[config.mk]
export PLATFORM = sky130hd
export DESIGN_NAME = seq_detector_param
export DESIGN_NICKNAME = d
export VERILOG_FILES = /design/src/rtl/seq_det_pkg.sv /design/src/rtl/seq_detector_param_sat_counter.sv /design/src/rtl/seq_detector_param.sv
export SDC_FILE = /design/constraint.sdc
export NUM_CORES = 1
export LEC_CHECK = 0
export BUFFER_PORTS_ARGS = -buffer_cell sky130_fd_sc_hd__buf_2
export CORE_UTILIZATION = 45
export CTS_CLUSTER_DIAMETER = 50
export DETAILED_ROUTE_END_ITERATION = 10
export PLACE_DENSITY = 0.65
export SYNTH_ARGS = -nofsm -noshare
export SYNTH_HDL_FRONTEND = slang
export SYNTH_SLANG_ARGS = --single-unit
[constraint.sdc]
create_clock -name clk -period 6.24 [get_ports clk]
set_input_delay 1.872 -clock clk [delete_from_list [all_inputs] [get_ports clk]]
set_output_delay 1.872 -clock clk [all_outputs]
set_load 0.01 [all_outputs]
[src/rtl/seq_det_pkg.sv]
// Shared definitions for the programmable serial pattern detector:
// FSM state encoding plus pattern-length helpers.
package seq_det_pkg;

   localparam int MASK_W = 64;

   typedef enum logic [1:0] {
      ST_OFF   = 2'd0,
      ST_HUNT  = 2'd1,
      ST_MATCH = 2'd2
   } state_t;

   // Low `len` bits set; callers truncate to their own pattern width.
   function automatic logic [MASK_W-1:0] len_mask(input int len);
      logic [MASK_W-1:0] m;
      m = '0;
      for (int i = 0; i < MASK_W; i++) begin
         m[i] = (i < len);
      end
      return m;
   endfunction

   function automatic int clamp_len(input int cfg_len, input int max_len);
      return ((cfg_len == 0) || (cfg_len > max_len)) ? max_len : cfg_len;
   endfunction

endpackage

[src/rtl/seq_detector_param_sat_counter.sv]
// Saturating up-counter; clear wins over a simultaneous increment.
module sat_counter #(
   parameter int CNT_W = 8
) (
   input  logic             clk,
   input  logic             rst,
   input  logic             inc,
   input  logic             clr,
   output logic [CNT_W-1:0] q
);

   always_ff @(posedge clk) begin
      if (rst || clr) begin
         q <= '0;
      end else if (inc && (q != '1)) begin
         q <= q + CNT_W'(1);
      end
   end

endmodule

[src/rtl/seq_detector_param.sv]
// Runtime-programmable serial pattern detector with Moore detect pulse,
// overlap/non-overlap modes and a saturating match counter.
module seq_detector_param
   import seq_det_pkg::*;
#(
   parameter int MAX_LEN = 16,
   parameter int LEN_W   = 5,
   parameter int CNT_W   = 8
) (
   input  logic               clk,
   input  logic               rst,
   input  logic               en,
   input  logic               cfg_load,
   input  logic [MAX_LEN-1:0] cfg_pattern,
   input  logic [LEN_W-1:0]   cfg_len,
   input  logic               cfg_overlap,
   input  logic               in_valid,
   input  logic               data_in,
   input  logic               cnt_clr,
   output logic               det,
   output logic [CNT_W-1:0]   match_cnt,
   output logic               busy
);

   state_t             state;
   logic [MAX_LEN-1:0] hist;
   logic [MAX_LEN-1:0] hist_next;
   logic [MAX_LEN-1:0] pat_q;
   logic [MAX_LEN-1:0] mask;
   logic [LEN_W-1:0]   len_q;
   logic [LEN_W-1:0]   fill;
   logic [LEN_W-1:0]   fill_next;
   logic               ovl_q;
   logic               accept;
   logic               hit;

   always_comb begin
      accept    = (state != ST_OFF) && en && in_valid && !cfg_load;
      hist_next = hist;
      fill_next = fill;
      if (accept) begin
         hist_next = {hist[MAX_LEN-2:0], data_in};
         fill_next = (fill >= len_q) ? len_q : fill + LEN_W'(1);
      end
      mask = MAX_LEN'(len_mask(32'(len_q)));
      hit  = accept && (fill_next >= len_q) && (((hist_next ^ pat_q) & mask) == '0);
   end

   // cfg_load outranks en so a reload while disabled still updates config.
   always_ff @(posedge clk) begin
      if (rst) begin
         state <= ST_OFF;
         hist  <= '0;
         fill  <= '0;
         pat_q <= '0;
         len_q <= LEN_W'(MAX_LEN);
         ovl_q <= 1'b0;
      end else if (cfg_load) begin
         pat_q <= cfg_pattern;
         len_q <= LEN_W'(clamp_len(32'(cfg_len), MAX_LEN));
         ovl_q <= cfg_overlap;
         hist  <= '0;
         fill  <= '0;
         state <= en ? ST_HUNT : ST_OFF;
      end else if (!en) begin
         state <= ST_OFF;
         hist  <= '0;
         fill  <= '0;
      end else begin
         case (state)
            ST_OFF: begin
               state <= ST_HUNT;
               hist  <= '0;
               fill  <= '0;
            end
            default: begin
               hist  <= hist_next;
               // Non-overlap mode needs a fresh window of len bits after a hit.
               fill  <= (hit && !ovl_q) ? '0 : fill_next;
               state <= hit ? ST_MATCH : ST_HUNT;
            end
         endcase
      end
   end

   assign det  = (state == ST_MATCH);
   assign busy = (state != ST_OFF);

   sat_counter #(
      .CNT_W (CNT_W)
   ) u_cnt (
      .clk (clk),
      .rst (rst),
      .inc (hit),
      .clr (cnt_clr),
      .q   (match_cnt)
   );

endmodule

## Word-level counts from Yosys, hierarchy flattened

Cells that the tools add are included.

| word-level totals | value |
|---|---|
| output and inout bits | 10 |
| memories kept | 0 |
| memory bits (read-only) | 0 |
| word-level logic and storage cells | 59 |
| flip-flop bits (word level) | 53 |
| memory bits (writable) | 0 |
| bits in latches | 0 |
| bits of input ports | 29 |

| operators by class | value |
|---|---|
| $add $sub $neg | 2 |
| mux-type cells | 9 |
| shift-type cells | 0 |
| equality and inequality tests | 2 |
| bitwise operators | 3 |
| $mul | 0 |
| div/mod/pow operators | 0 |
| reductions and logical operators | 17 |
| $lt $le $gt $ge | 19 |

Operator list:

| kind | number |
|---|---|
| $lt A4 B5 Y1 const A | 8 |
| $lt A3 B5 Y1 const A | 4 |
| $and A16 B16 Y16 | 1 |
| $logic_not A16 Y1 | 1 |
| $mux W16 | 1 |
| $xor A16 B16 Y16 | 1 |
| $mux W5 | 3 |
| $ge A5 B5 Y1 | 2 |
| $lt A1 B5 Y1 const A | 2 |
| $lt A2 B5 Y1 const A | 2 |
| $add A8 B1 Y8 const B | 1 |
| $mux W2 | 4 |
| $ne A8 B8 Y1 const B | 1 |
| $logic_and A1 B1 Y1 | 7 |
| $add A5 B1 Y5 const B | 1 |
| $gt A5 B5 Y1 const B | 1 |
| $logic_not A5 Y1 | 1 |
| $reduce_or A5 Y1 | 1 |
| $reduce_or A4 Y1 | 1 |
| $eq A2 B2 Y1 const B | 1 |
| $logic_not A1 Y1 | 2 |
| $logic_not A2 Y1 | 1 |
| $logic_or A1 B1 Y1 | 2 |
| $reduce_bool A2 Y1 | 1 |
| other kinds (2) | 2 |

## Depth between registers and ports, before layout

| depth | value |
|---|---|
| depth in word-level cells | 13 |
| gate-level depth with buffers | 20 |
| depth with buffers taken out | 18 |

## Hierarchy

Synthesis repeated with hierarchy kept, for this count alone.

| second synthesis, totals | value |
|---|---|
| cell total of the unflattened synthesis | 323 |
| area total of the unflattened synthesis | 2,870.3 um^2 |

Modules (own cells, without submodules):

| module | cells each | area each (um^2) | instances |
|---|---|---|---|
| seq_detector_param | 275 | 2,448.6 | 1 |
| sat_counter | 48 | 421.7 | 1 |

## Least setup slack after synthesis

No wires, ideal clock.

| path | value |
|---|---|
| path type | input to register |
| from | in cfg_load |
| to | reg u_cnt.q[7] |
| data required time | 6,109 ps |
| slack | 1,704 ps |
| stages on the path | 14 |
| arrival | 4,405 ps |
| path buffers | 2 |
| setup time | 131 ps |
| cells stage by stage | o21bai_2 -> nor2_4 -> clkbuf_1 -> nand3_1 -> o311a_1 -> ha_1 -> o21ai_0 -> a21oi_1 -> o311ai_1 -> a2111oi_2 -> nand4_2 -> clkbuf_1 -> o311ai_1 -> o41ai_1 |

| between the ends | value |
|---|---|
| cells in the longest elaborated chain, start to end | 8 |

Ends and longest elaborated chain:

| what | line | text |
|---|---|---|
| start, declared | seq_detector_param.sv:13 | `input logic cfg_load,` |
| $logic_not A1 Y1 (*) | seq_detector_param.sv:38 | `accept = (state != ST_OFF) && en && in_valid && !cfg_load;` |
| $logic_and A1 B1 Y1 (*) | seq_detector_param.sv:38 |  |
| $mux W16 | seq_detector_param.sv:41 | `if (accept) begin` |
| $xor A16 B16 Y16 | seq_detector_param.sv:46 | `hit = accept && (fill_next >= len_q) && (((hist_next ^ pat_q) & mask) == '0);` |
| $and A16 B16 Y16 | seq_detector_param.sv:46 |  |
| $logic_not A16 Y1 | seq_detector_param.sv:46 |  |
| $logic_and A1 B1 Y1 (*) | seq_detector_param.sv:46 |  |
| $logic_and A1 B1 Y1 (*) | seq_detector_param_sat_counter.sv:15 | `end else if (inc && (q != '1)) begin` |
| end signal, assigned | seq_detector_param_sat_counter.sv:16 | `q <= q + CNT_W'(1);` |
| end, declared | seq_detector_param_sat_counter.sv:9 | `output logic [CNT_W-1:0] q` |

Every way passes the cells marked *; elsewhere a longest branch is shown, timed or not.
A chain may end at the register's enable or synchronous reset.

## Final worst setup path

| path | value |
|---|---|
| from | in cfg_load |
| to | reg u_cnt.q[3] |

RTL lines:

| what | line | text |
|---|---|---|
| $logic_not A1 Y1 | seq_detector_param.sv:38 |  |
| $logic_and A1 B1 Y1 | seq_detector_param.sv:38 |  |
| $mux W5 | seq_detector_param.sv:41 |  |
| via fill_next[2] | seq_detector_param.sv:32 | `logic [LEN_W-1:0] fill_next;` |
| $ge A5 B5 Y1 | seq_detector_param.sv:46 |  |
| $logic_and A1 B1 Y1 (2 in series) | seq_detector_param.sv:46 |  |
| $logic_and A1 B1 Y1 | seq_detector_param_sat_counter.sv:15 |  |

The timed path passes the listed nets, and every way through them passes these cells.

==> flow_summary.ini <==
[power]
power_frac_clock_pct = 31.7
max-vdd-ir-drop_mv = 0.103
sw_frac_of_total_pct = 26.4
seqPwrFrac_pct = 57.2
leakage_nw = 1.27
p_sw_uw = 164
power_density_nw_per_um2 = 196
intPower_uw = 458
power_frac_comb_pct = 11.1

[sta]
worst_slew_pin_slew_ps = 686
min_period_over_period_pct = 83.2
rsz0062_at_grt = no
min_period_ps = 5190
setup_violations = 0
fmax_ghz = 0.193
whs_ps = 468
max_slew_margin_pct = 54.3
fin_ws_ps = 1050
finalClockSkew_ps = 13.5
tns_ps = 0
drv_slew = 0
finalHoldViolCount = 0

[synth]
netlist_area_sq_um = 2890
synth_seq_cells = 53
post-synth-top-area-cell = dfxtp_1
synth_area_leaders = dfxtp_1 (37%), mux2i_1 (9.0%), ha_1 (5.6%)
synth_top_area_share_pct = 36.7
synth.avg_cell_area_sq_um = 8.73
yosys.cell_types.count = 52
syn-num-nets = 373
synth_edf_count = 0
synth-async-reset-ratio_pct = 0
yosys_warnings = 0
synthCells = 331
synth_ff_type = dfxtp_1
yosysSeqAreaShare_pct = 36.7
synthMostInstantiatedCell = dfxtp_1
synthTopCellsByCount = dfxtp_1 (53), nor2_1 (35), a21oi_1 (26), mux2i_1 (26)

[route]
final_antenna_net_count = 0
vias_per_cell = 5.64
drcViolationCount = 0
drtIter0Drc = 154
dr.pass1.iters = 4
routedWlPerCell_um = 15.2
wirelength_mm = 6.62
num_vias = 2452

[worst_setup_path]
crit_path_start_kind = input pin
worstPathMaxFanout = 29
path_class = in2reg
critPathCaptureType = register
arrival_ps = 5430
crit_required_ps = 6480

[floorplan]
die_y_um = 82.1
std_cell_rows = 28
ios = 39
core-area_sq_um = 6060
dieArea_sq_um = 6740
start_util_pct = 47.7
die_w_um = 82.1

[placed_design]
gp_congestion = 0.820
dp.cells = 427
hpwl_mm = 4.77
pre_cts_slack_ps = 713
numPortBuffers = 38

[cts]
clock_sinks = 53
numCtsBuffers = 5
cts_tree = done
postCtsSetupRepairBufs = 0
clock_path_buffers = 2
cts-root-buf = clkbuf_8
cts-resized-gates = 0
clock_latency_ps = 310
ctsHoldBuffers = 0
clk_pin_slew_ps = 100
cts.htree.levels = 2

[final_layout]
antenna_cells = 0
fillers = 597
drive_gt1_share_pct = 16.1
nets = 401
fin_cells = 435
fin_util_pct = 52.4
area_growth_pct = 9.96

[job]
drv_cap = 0

[run_status]
status = complete, no violations

[worst_hold_path]
min_path_type = reg2reg

[global_routing]
antenna_found_initial = 0
grt_usage_pct = 21.1
grt.overflow.total = 0
grt_pass1_wl_mm = 10.7
grt_pass1_vias = 2186
grt_max_degree = 30
-- cells by family after synthesis --
kind of cell / after synthesis / share of synthesized area, %
simple gates: 113 / 20.0
xor+xnor: 6 / 1.82
flops: 53 / 36.7
mux: 28 / 10.3
compound gates: 91 / 21.4
buf+inv: 27 / 4.16
fa+ha+maj: 13 / 5.63
-- stage by stage --
| step | instance area (sq um) | power, mW |
|---|---|---|
| 6_report | 3180 | 0.622 |
| 5_1_grt | 3180 | 0.652 |
| 4_1_cts | 3180 | 0.628 |
| 3_5_place_dp | 3090 | 0.433 |
| 3_3_place_gp | 3090 | 0.431 |
| 2_1_floorplan | 2890 | 0.411 |
-- state kept, by name (all words and copies together) (netlist names) --
| register | flops |
|---|---|
| pat_q | 16 |
| ovl_q | 1 |
| len_q | 5 |
| fill | 5 |
| state | 2 |
| u_cnt.q | 8 |
| hist | 16 |
-- area by class of cell --
class / instances / area (sq um) / share of cell area, %
clock buffers: 6 / 72.6 / 2.28
clock inverters: 2 / 13.8 / 0.433
inverters: 10 / 37.5 / 1.18
multi-input cells: 251 / 1710 / 53.8
flip-flops and latches: 53 / 1060 / 33.4
well taps: 75 / 93.8 / 2.95
repair buffers: 38 / 190 / 5.99
-- cells in the final DEF, fill, tap and decap left out, types with 2 or more instances in the layout --
cell type,Yosys,layout
nor2_1,35,35
o311ai_1,3,3
nand3b_1,2,2
nor2b_1,6,6
nand2b_1,6,6
buf_2,3,38
mux2i_1,26,26
a21o_1,10,10
o31ai_1,5,5
inv_1,10,10
nand3_1,20,20
xnor2_1,5,5
or4_1,5,5
or3_1,2,2
and3b_1,2,2
dfxtp_1,53,53
o21ai_1,2,2
a21oi_1,26,26
a22oi_1,5,5
or2_2,3,3
and3_1,6,6
a211oi_1,2,2
clkbuf_8,0,5
o41ai_1,2,2
o21ai_0,20,20
o22ai_1,3,3
ha_1,13,13
nor3_1,2,2
nand2_1,19,19
-- final timing paths --
| check | startpoint | end | slack (ps) | depth (start not counted) |
|---|---|---|---|---|
| worst min register to register | hist[2] | hist[2] | 470 | 2 |
| worst min-delay path | hist[2] | hist[2] | 470 | 2 |
| worst max-delay path | cfg_load | u_cnt.q[3] | 1050 | 14 |
| worst max register to register | len_q[1] | u_cnt.q[3] | 1790 | 17 |
-- worst max-delay path: stages --
cell,delay (ps)
buf_2,530
o21bai_2,380
nor2_4,180
o21a_1,140
nor2_1,120
a21oi_1,60
ha_1,290
o21ai_0,60
a21oi_1,140
o311ai_1,120
a2111oi_2,370
nand4_2,420
or4_1,590
a21oi_1,140
-- metal layers --
metal  global-route usage [%]  routed length (um)  part of all wire, %
met2                     33.0                2980                   45
met4                     5.79                  45                 0.68
met3                     3.63                 295                  4.5
met5                        0                   0                    0
met1                     29.6                3290                   50
-- power groups by stage --
stage / Clock (mW) / Combinational, mW / Sequential (mW)
detailed placement: 0 / 0.0691 / 0.364
finish: 0.197 / 0.0691 / 0.356
global route: 0.219 / 0.0762 / 0.357
global placement: 0 / 0.0680 / 0.363
CTS: 0.203 / 0.0694 / 0.356
floorplan: 0 / 0.0522 / 0.359
Note: power is estimated with default switching activity, not from simulation.
